## config.mk

```make
export PLATFORM = sky130hd
export DESIGN_NAME = cpu_clock_ctrl
export DESIGN_NICKNAME = d
export VERILOG_FILES = /design/src/rtl/cpu_clock_ctrl.sv
export SDC_FILE = /design/constraint.sdc
export NUM_CORES = 1
export LEC_CHECK = 0
export BUFFER_PORTS_ARGS = -buffer_cell sky130_fd_sc_hd__buf_2
export CAP_MARGIN = 30
export CORE_MARGIN = 2
export CORE_UTILIZATION = 61
export CTS_CLUSTER_SIZE = 20
export DETAILED_ROUTE_END_ITERATION = 8
export HOLD_SLACK_MARGIN = 0.1
export PLACE_DENSITY = 0.85
export REMOVE_ABC_BUFFERS = 1
export SYNTH_ARGS = -nofsm -noshare
export SYNTH_HDL_FRONTEND = slang
export SYNTH_SLANG_ARGS = --single-unit
export TNS_END_PERCENT = 50
```

## constraint.sdc

```tcl
create_clock -name clk -period 8.2 [get_ports clk]
set_input_delay 1.64 -clock clk [delete_from_list [all_inputs] [get_ports clk]]
set_output_delay 1.64 -clock clk [all_outputs]
set_load 0.02 [all_outputs]
```

## src/rtl/cpu_clock_ctrl.sv

```systemverilog
// Run/halt/single-step clock-enable generator for the LC-3b pipeline.
// Divides clk by a programmable ratio and gates the resulting cpu_ce pulses through a debug FSM.
module cpu_clock_ctrl #(
    parameter int DIV_WIDTH   = 16,
    parameter int DEFAULT_DIV = 2,
    parameter int CNT_WIDTH   = 32
) (
    input  logic                 clk,
    input  logic                 rst,
    input  logic                 div_load,
    input  logic [DIV_WIDTH-1:0] div_value,
    input  logic                 run,
    input  logic                 halt,
    input  logic                 step_req,
    output logic                 cpu_ce,
    output logic                 busy,
    output logic [CNT_WIDTH-1:0] ce_count
);

    typedef enum logic [1:0] {HALTED, RUNNING, STEPPING} state_e;

    localparam logic [DIV_WIDTH-1:0] DIV_RST = (DEFAULT_DIV == 0) ? DIV_WIDTH'(1) : DIV_WIDTH'(DEFAULT_DIV);

    state_e                 state_q, state_d;
    logic [DIV_WIDTH-1:0]   div_q, div_d;
    logic [DIV_WIDTH-1:0]   cnt_q, cnt_d;
    logic [CNT_WIDTH-1:0]   ce_count_q, ce_count_d;
    logic                   step_q;

    logic [DIV_WIDTH-1:0]   div_eff;
    logic [DIV_WIDTH-1:0]   cnt_inc;
    logic                   cnt_last;
    logic                   step_edge;

    assign div_eff   = (div_q == '0) ? DIV_WIDTH'(1) : div_q;
    assign cnt_last  = (cnt_q == div_eff - DIV_WIDTH'(1));
    assign cnt_inc   = cnt_last ? '0 : cnt_q + DIV_WIDTH'(1);
    assign step_edge = step_req & ~step_q;

    // Register-decoded only, so the pipeline never sees a combinational input path.
    assign cpu_ce   = (state_q != HALTED) && cnt_last;
    assign busy     = (state_q != HALTED);
    assign ce_count = ce_count_q;

    always_comb begin
        state_d    = state_q;
        cnt_d      = cnt_q;
        div_d      = div_q;
        ce_count_d = ce_count_q + {{(CNT_WIDTH-1){1'b0}}, cpu_ce};

        case (state_q)
            HALTED: begin
                cnt_d = '0;
                if (!halt) begin
                    if (run)            state_d = RUNNING;
                    else if (step_edge) state_d = STEPPING;
                end
            end
            RUNNING: begin
                if (halt) begin
                    state_d = HALTED;
                    cnt_d   = '0;
                end else begin
                    cnt_d = cnt_inc;
                end
            end
            STEPPING: begin
                // Leaving on the pulse cycle guarantees exactly one pulse per step.
                if (halt || cpu_ce) begin
                    state_d = HALTED;
                    cnt_d   = '0;
                end else begin
                    cnt_d = cnt_inc;
                end
            end
            default: begin
                state_d = HALTED;
                cnt_d   = '0;
            end
        endcase

        if (div_load) begin
            div_d = div_value;
            cnt_d = '0;
        end
    end

    always_ff @(posedge clk) begin
        if (rst) begin
            state_q    <= HALTED;
            div_q      <= DIV_RST;
            cnt_q      <= '0;
            step_q     <= 1'b0;
            ce_count_q <= '0;
        end else begin
            state_q    <= state_d;
            div_q      <= div_d;
            cnt_q      <= cnt_d;
            step_q     <= step_req;
            ce_count_q <= ce_count_d;
        end
    end

endmodule

```

==> out/metrics.cfg, run 1 <==
[status]
outcome = finished clean

[floorplan]
die-area_um2 = 6270
die_w_um = 79.2
core_um2 = 5470
floorplan.initialDensity = 0.630
die_h_um = 79.2
io_pins = 56
num_rows = 27

[sta]
fin_crit_sh = 0.680
rsz0062_at_grt = false
finalCriticalPeriod_ns = 5.57
slew_violations = 0
tightestPinTransition_ns = 0.922
finalSetupViolCount = 0
finalHoldViolCount = 0
tns_ns = 0
fmax_mhz = 179
timing.final.ws_setup_ns = 2.63
fin_skew_ns = 0.00793
maxSlewHeadroom = 0.385
whs_ns = 0.495

[synthesis]
avgSynthCellArea_um2 = 8.76
ys_seq_area_frac = 0.389
synth_cells = 394
yosysWarnings = 0
synth_flop_cell = dfxtp_1
ys_types = 48
syn_area_um2 = 3450
async_flop_share = 0
synth.ff_latch_count = 67
synth-edff-count = 0

[layout]
syn_to_final_growth_pct = 14.4
final_common_cell = dfxtp_1
final_nets = 478
drive_above_1_share = 0.190
layout_common_cells = dfxtp_1 (67), buf_2 (55), nor2_1 (54), xor2_1 (34), xnor2_1 (26)
antenna_cells = 0
fin_util = 0.721
fill_cells = 449

[route]
antenna_left = 0
drc_errors = 0
drt_iter0_drc = 153
avgRoutedWirePerCell_um = 14.9
drt-total-wl_um = 7820
via_count = 3020
dr.pass1.iters = 6
vias_per_cell = 5.76

[critical_path]
required_ns = 6.56
path_delay_family = simple AND/OR/NAND/NOR gates
critPathCaptureType = primary output
critical_path_class = register to primary output
slowest_stage = or4_4
path_cells = nor4_1 -> and3_1 -> a21oi_1 -> ha_1 -> xor2_1 -> xnor2_1 -> nand2_1 -> nor4b_1 -> nand4_1 -> or4_4 -> nor2_1 -> buf_2
path_buf_inv = 1
arrival_ns = 3.93
worst_setup_path_start_kind = register
max_stage_delay_ns = 0.65
worstPathMaxFanout = 16

[placed_design]
gp_congestion = 0.873
dp_hpwl_um = 5770
place_ws_ns = 3.05
numPortBuffers = 55

[power]
finalPower_mw = 0.729
power.density_nw_per_um2 = 185
peakVddDrop_mv = 0.160
p_leak_nw = 1.77

[global_route]
grt_overflow_total = 0
grt_pass1_vias = 2890
grt_max_degree = 55
grt.total_usage = 0.271
antenna_found_initial = 0
grt_pass1_wl_um = 13200

[cts]
cts_tree = yes
cts_max_path_buffers = 2
htree_num_levels = 3
clkSlewWorstSetupHoldPaths_ns = 0.07
cts_setup_buffers = 0
cts_made_buffers = 9
root_buffer = clkbuf_8
numClockSinks = 67
ctsHoldBuffers = 0
ctsResizeCount = 0
clk_latency_ns = 0.35

[min_path]
hp-class = register to register

[job]
maxCapViolCount = 0

-- cell families after synthesis --
group                      share of synthesized area
and+or+nand+nor                                0.300
DFF                                            0.389
xor gates and xnor gates                       0.152
AOI/OAI and AO/OA                             0.0642
buffers and inverters                         0.0229
muxes                                         0.0464
adders and majority gates                     0.0254
-- final cells by class --
| cell class | count | area (um^2) | share of cell area |
|---|---|---|---|
| clock inverters | 3 | 40.0 | 0.0101 |
| clock buffers | 11 | 141 | 0.0358 |
| multi-input cells | 308 | 2030 | 0.514 |
| well taps | 72 | 90.1 | 0.0228 |
| repair buffers | 55 | 275 | 0.0697 |
| flip-flops and latches | 67 | 1340 | 0.340 |
| inverters | 8 | 30.0 | 0.00761 |
-- worst min-delay path, stage by stage, from the launching register on --
cell and delay, ns:
dfxtp_1 0.31, o21ai_0 0.07, a21oi_1 0.06
-- power breakdown --
group          total [mW]  switching, mW  internal [mW]
logic               0.118         0.0697         0.0482
clock network       0.263          0.119          0.144
registers           0.348         0.0126          0.336
-- synth_stat cells, types with 3 or more instances --
master	count	share of area
dfxtp_1	67	0.39
nor2_1	54	0.059
xor2_1	34	0.086
xnor2_1	26	0.066
and3_1	23	0.042
nand2_1	22	0.024
nand3_1	20	0.029
mux2i_1	16	0.046
nand4_1	12	0.022
a21oi_1	11	0.016
clkbuf_1	10	0.011
nor3_1	9	0.013
o21ai_0	9	0.013
inv_1	8	0.0087
and3_2	7	0.015
ha_1	7	0.025
nor4_1	5	0.0091
nor2b_1	4	0.0073
nor3b_1	4	0.0087
or3_1	4	0.0073
and2_1	3	0.0054
nand2b_1	3	0.0054
or4_1	3	0.0065
-- sequential cells by signal, summed over array words and instances, names as in the netlist --
name,cells
state_q,2
step_q,1
cnt_q,16
ce_count,32
div_q,16
-- metal layers --
layer / GRT usage / part of all wire
met1: 0.331 / 0.43
met2: 0.443 / 0.49
met3: 0.0898 / 0.058
met4: 0.102 / 0.020
met5: 0 / 0
-- per-stage QoR --
stage,cells,area [um^2]
after floorplan,383,3400
after global placement,510,3770
after detailed placement,510,3770
after CTS,524,3950
after global routing,524,3950
final,524,3950
-- path summary, 6_finish.rpt --
check             cells after the start  slack (ns)      endpoint          from
setup reg to reg                     19        2.89  ce_count[30]      div_q[7]
hold / removal                        2        0.50  ce_count[31]  ce_count[31]
hold reg to reg                       2        0.50  ce_count[31]  ce_count[31]
setup / recovery                     12        2.63        cpu_ce      div_q[7]
Note: power is estimated with default switching activity, not from simulation.
==> run 2: changes to the inputs <==
Settings changed: CORE_UTILIZATION 61 to 56, PLACE_DENSITY 0.85 to 0.79.
Clock period 8.2 ns to 5.8 ns, I/O delays scaled along.
==> out/metrics.cfg, run 2 (synthesized netlist as in run 1, its figures left out) <==
[critical_path]
worstPathMaxFanout = 16  ; unchanged
arrival_ns = 5.36  ; +1.43 ns
crit_path_start = div_q[6]
r2r_end = ce_count[30]
critical_path_class = register to register
critPathCaptureType = register
worst_setup_path_start_kind = register
required_ns = 6.00  ; -0.56 ns
reg2reg_depth = 19  ; unchanged
r2r-start = div_q[6]
r2r_slack_ns = 0.63  ; -2.26 ns

[status]
outcome = finished clean

[global_route]
grt_pass1_vias = 2603  ; -9.9%
grt_max_degree = 55  ; unchanged
antenna_found_initial = 0  ; unchanged
grt_pass1_wl_um = 12000  ; -8.9%
grt.total_usage = 0.234  ; -0.0369
grt_overflow_total = 0  ; unchanged

[sta]
finalSetupViolCount = 0  ; unchanged
whs_ns = 0.482  ; -0.0139 ns
finalHoldViolCount = 0  ; unchanged
slew_violations = 0  ; unchanged
finalCriticalPeriod_ns = 5.17
fin_skew_ns = 0.0125  ; +0.00457 ns
tightestPinTransition_ns = 0.911  ; -0.0111 ns
fin_crit_sh = 0.891
tns_ns = 0  ; unchanged
fmax_mhz = 194
rsz0062_at_grt = false
maxSlewHeadroom = 0.393  ; +0.00743

[cts]
ctsHoldBuffers = 0  ; unchanged
cts_tree = yes
htree_num_levels = 3  ; unchanged
clk_latency_ns = 0.34  ; about the same
clkSlewWorstSetupHoldPaths_ns = 0.07  ; about the same
cts_max_path_buffers = 2  ; unchanged
numClockSinks = 67  ; unchanged
root_buffer = clkbuf_8
cts_setup_buffers = 0  ; unchanged
ctsResizeCount = 0  ; unchanged
cts_made_buffers = 9  ; unchanged

[layout]
antenna_cells = 0  ; unchanged
finish.instance_area_um2 = 3990  ; +1.1%
final_nets = 479  ; +0.21%
layout_common_cells = dfxtp_1 (67), buf_2 (55), nor2_1 (54), xor2_1 (34), xnor2_1 (26)
finalNonFillerCells = 529  ; +0.95%
fin_util = 0.674  ; -0.0470
largest_register_ffs = 32  ; unchanged
final_common_cell = dfxtp_1
syn_to_final_growth_pct = 15.7
drive_above_1_share = 0.194  ; +0.00357

[placed_design]
place_area_um2 = 3780  ; +0.30%
numPortBuffers = 55  ; unchanged
dp_hpwl_um = 5450  ; -5.5%
gp_congestion = 0.920  ; +5.3%
dp_cells = 514  ; +0.78%

[power]
peakVddDrop_mv = 0.251  ; +57%
power.density_nw_per_um2 = 272  ; +47%
p_leak_nw = 1.79  ; +1.1%

[job]
maxCapViolCount = 0  ; unchanged

[floorplan]
die-area_um2 = 6800  ; +8.5%
die_w_um = 82.5  ; +4.1%
floorplan.initialDensity = 0.583  ; -0.0477
core_um2 = 5920  ; +8.2%
die_h_um = 82.5  ; +4.1%
num_rows = 28  ; +3.7%
io_pins = 56  ; unchanged

[route]
avgRoutedWirePerCell_um = 14.2  ; -4.8%
drt_iter0_drc = 105  ; -31%
drc_errors = 0  ; unchanged
dr.pass1.iters = 4  ; -2
via_count = 2932  ; -2.9%
drt-total-wl_um = 7510  ; -3.9%
antenna_left = 0  ; unchanged
vias_per_cell = 5.54  ; -3.8%

[min_path]
hp-start = ce_count[31]
hp-class = register to register
holdPathStages = 2  ; unchanged
hold_path_end = ce_count[31]

==> run 2: layer usage <==
layer	track usage	wire (um)
met1	0.318	3590
met2	0.361	3460
met3	0.0489	328
met4	0.0967	133
met5	0	0
==> run 2: report_power, final <==
group          leakage, nW  total [mW]  internal, mW  switching, mW
Clock                0.110       0.431         0.253          0.179
Combinational         1.14       0.165        0.0684         0.0968
Sequential           0.543       0.491         0.475         0.0167
Total                 1.79        1.09         0.796          0.292
==> run 2: how the worst max path moves through the flow <==
stage / to / slack, ns / depth (start not counted)
after CTS: ce_count[28] / 0.66 / 19
final: ce_count[30] / 0.63 / 19
after global routing: ce_count[30] / 0.18 / 19
after floorplan: ce_count[30] / 1.16 / 19
after detailed placement: ce_count[30] / 0.73 / 19
after global placement: ce_count[30] / 0.94 / 19
==> run 2: stage by stage <==
stage | power [mW] | setup WS, ns
6_report | 1.09 | 0.633
5_1_grt | 1.13 | 0.178
4_1_cts | 1.09 | 0.664
3_5_place_dp | 0.664 | 0.730
3_3_place_gp | 0.659 | 0.940
2_1_floorplan | 0.615 | 1.16
==> run 2: final cells by class <==
cell class                      count  area, um^2
Clock buffer                       11         141
Tap cell                           75        93.8
Clock inverter                      4        73.8
Sequential cell                    67        1340
Timing Repair Buffer               56         283
Multi-Input combinational cell    308        2030
Fill cell                         507        1930
Inverter                            8        30.0
==> run 2: critical path: stages, from the launching register on <==
cell	delay (ns)
dfxtp_1	0.37
nor4_1	0.55
and3_1	0.36
a21oi_1	0.15
ha_1	0.32
xor2_1	0.19
xnor2_1	0.14
nand2_1	0.09
nor4b_1	0.29
nand4_1	0.12
or4_4	0.65
nor2_1	0.19
ha_1	0.22
ha_1	0.24
and3_1	0.20
nand4_1	0.20
nor3b_1	0.41
nand4_1	0.16
xor2_1	0.15
nor2_1	0.05
==> run 3: changes to the inputs <==
Settings changed: ABC_AREA set to 1, CORE_UTILIZATION 56 to 57, PLACE_DENSITY 0.79 to 0.8.
==> out/metrics.cfg, run 3 <==
[status]
outcome = finished clean

[synthesis]
synth_common_cells = nand2_1 (95), nor2_1 (93), inv_1 (76)
yosys-top-cells-area = dfxtp_1 (35%), nand2_1 (9.4%), nor2_1 (9.2%)
synth_cells = 550  ; +40%
synth.top_cell.area_share = 0.352  ; -0.0371
ys_types = 38  ; -21%
synth-edff-count = 0  ; unchanged
synth_most_common_cell = nand2_1
async_flop_share = 0  ; unchanged
yosysWarnings = 0  ; unchanged
synth_area_leader_cell = dfxtp_1
synth.ff_latch_count = 67  ; unchanged
synth_flop_cell = dfxtp_1
avgSynthCellArea_um2 = 6.93  ; -21%
ys_seq_area_frac = 0.352  ; -0.0371
syn_area_um2 = 3810  ; +11%

[sta]
fmax_mhz = 217  ; +12%
whs_ns = 0.506  ; +0.0243 ns
finalCriticalPeriod_ns = 4.61  ; -0.561 ns
tightestPinTransition_ns = 0.763  ; -0.148 ns
maxSlewHeadroom = 0.491  ; +0.0980
fin_crit_sh = 0.794  ; -0.0967
slew_violations = 0  ; unchanged
rsz0062_at_grt = false
fin_skew_ns = 0.0133  ; +0.000755 ns
tns_ns = 0  ; unchanged
finalSetupViolCount = 0  ; unchanged
finalHoldViolCount = 0  ; unchanged

[cts]
root_buffer = clkbuf_8
cts_tree = yes
cts_made_buffers = 9  ; unchanged
clkSlewWorstSetupHoldPaths_ns = 0.09  ; +0.02 ns
cts_max_path_buffers = 2  ; unchanged
clk_latency_ns = 0.35  ; about the same
ctsResizeCount = 0  ; unchanged
cts_setup_buffers = 0  ; unchanged
numClockSinks = 67  ; unchanged
ctsHoldBuffers = 0  ; unchanged
htree_num_levels = 3  ; unchanged

[layout]
antenna_cells = 0  ; unchanged
final_nets = 635  ; +33%
drive_above_1_share = 0.185  ; -0.00889
layout_common_cells = nand2_1 (95), nor2_1 (93), inv_1 (76), dfxtp_1 (67), buf_2 (55)
syn_to_final_growth_pct = 14.0
final_common_cell = nand2_1
largest_register_ffs = 32  ; unchanged

[global_route]
grt_pass1_wl_um = 14800  ; +23%
grt_max_degree = 30  ; -45%
grt_overflow_total = 0  ; unchanged
antenna_found_initial = 0  ; unchanged
grt.total_usage = 0.248  ; +0.0139
grt_pass1_vias = 3564  ; +37%

[critical_path]
path_buf_inv = 4  ; +4
critical_path_class = register to register
path_delay_family = simple AND/OR/NAND/NOR gates
worst_setup_path_start_kind = register
worstPathMaxFanout = 10  ; -6
required_ns = 6.04  ; +0.04 ns
max_stage_delay_ns = 0.44  ; -0.21 ns
crit_top_cell = nand2_1
arrival_ns = 4.85  ; -0.51 ns
critPathCaptureType = register
r2r_slack_ns = 1.19  ; +0.56 ns
slowest_stage = dfxtp_1

[power]
p_leak_nw = 1.91  ; +6.3%
power.density_nw_per_um2 = 252  ; -7.3%
peakVddDrop_mv = 0.181  ; -28%

[route]
avgRoutedWirePerCell_um = 12.9  ; -9.0%
drc_errors = 0  ; unchanged
vias_per_cell = 5.36  ; -3.3%
drt_iter0_drc = 179  ; +70%
drt-total-wl_um = 8890  ; +18%
via_count = 3687  ; +26%
dr.pass1.iters = 6  ; +2
antenna_left = 0  ; unchanged

[floorplan]
core_um2 = 6420  ; +8.5%
floorplan.initialDensity = 0.594  ; +0.0112
io_pins = 56  ; unchanged
die_w_um = 85.8  ; +4.0%
num_rows = 29  ; +3.6%
die-area_um2 = 7360  ; +8.2%
die_h_um = 85.8  ; +4.0%

[min_path]
hp-class = register to register

[placed_design]
dp_hpwl_um = 6710  ; +23%
numPortBuffers = 55  ; unchanged
gp_congestion = 0.889  ; -3.3%

[job]
maxCapViolCount = 0  ; unchanged

==> run 3: cell count changes after synthesis, moves of 17 or more <==
cell | before | now
inv_1 | 8 | 76
nor2_1 | 54 | 93
o21ai_0 | 9 | 26
nand2_1 | 22 | 95
and3_1 | 23 | 2
==> run 3: path summary, 6_finish.rpt <==
kind | from | to | cells past startpoint
max | div_q[6] | ce_count[28] | 33
min | cnt_q[0] | cnt_q[0] | 1
max reg2reg | div_q[6] | ce_count[28] | 33
min reg2reg | cnt_q[0] | cnt_q[0] | 1
==> run 3: metal layers <==
layer | part of all wire | track usage
met5 | 0 | 0
met4 | 0.027 | 0.113
met3 | 0.048 | 0.0635
met2 | 0.49 | 0.442
met1 | 0.43 | 0.277
==> run 3: worst register-to-register path, delay by kind of cell (launching register included) <==
family,cells,cell delay (ns)
buf+inv,4,0.31
flops,1,0.44
simple gates,24,3.00
compound gates,2,0.18
fa+ha+maj,3,0.57
==> run 3: through the flow <==
stage,utilization,setup WS (ns),area [um^2],std cells,power [mW]
6_report,0.677,1.19,4350,688,1.10
5_1_grt,0.677,0.686,4350,688,1.15
4_1_cts,0.677,1.21,4350,688,1.10
3_5_place_dp,0.644,1.25,4140,672,0.689
3_3_place_gp,0.644,1.40,4140,672,0.682
2_1_floorplan,-,1.65,3770,540,0.640
==> run 3: cell type report <==
| class | instances | area (um^2) |
|---|---|---|
| multi-input combinational | 393 | 2130 |
| fill | 564 | 2070 |
| sequential | 67 | 1340 |
| inverter | 80 | 300 |
| timing repair buffer | 55 | 275 |
| clock buffer | 10 | 138 |
| tap | 77 | 96.3 |
| clock inverter | 6 | 72.6 |
==> run 3: cells by family (layout without fill, tap and decap cells) <==
group | Yosys count | after routing | share of synthesized area
AND/OR/NAND/NOR | 300 | 300 | 0.384
flip-flops | 67 | 67 | 0.352
buffers and inverters | 90 | 151 | 0.0909
XOR/XNOR | 31 | 31 | 0.0751
AO/OA/AOI/OAI | 55 | 55 | 0.0751
adder cells (fa/ha/maj) | 7 | 7 | 0.0230
==> run 3: power by group <==
part           leakage [nW]  total, mW  internal (mW)  switching, mW
clock network         0.103      0.415          0.215          0.200
registers             0.544      0.489          0.476         0.0137
logic                  1.26      0.194         0.0695          0.124
total                  1.91       1.10          0.760          0.338
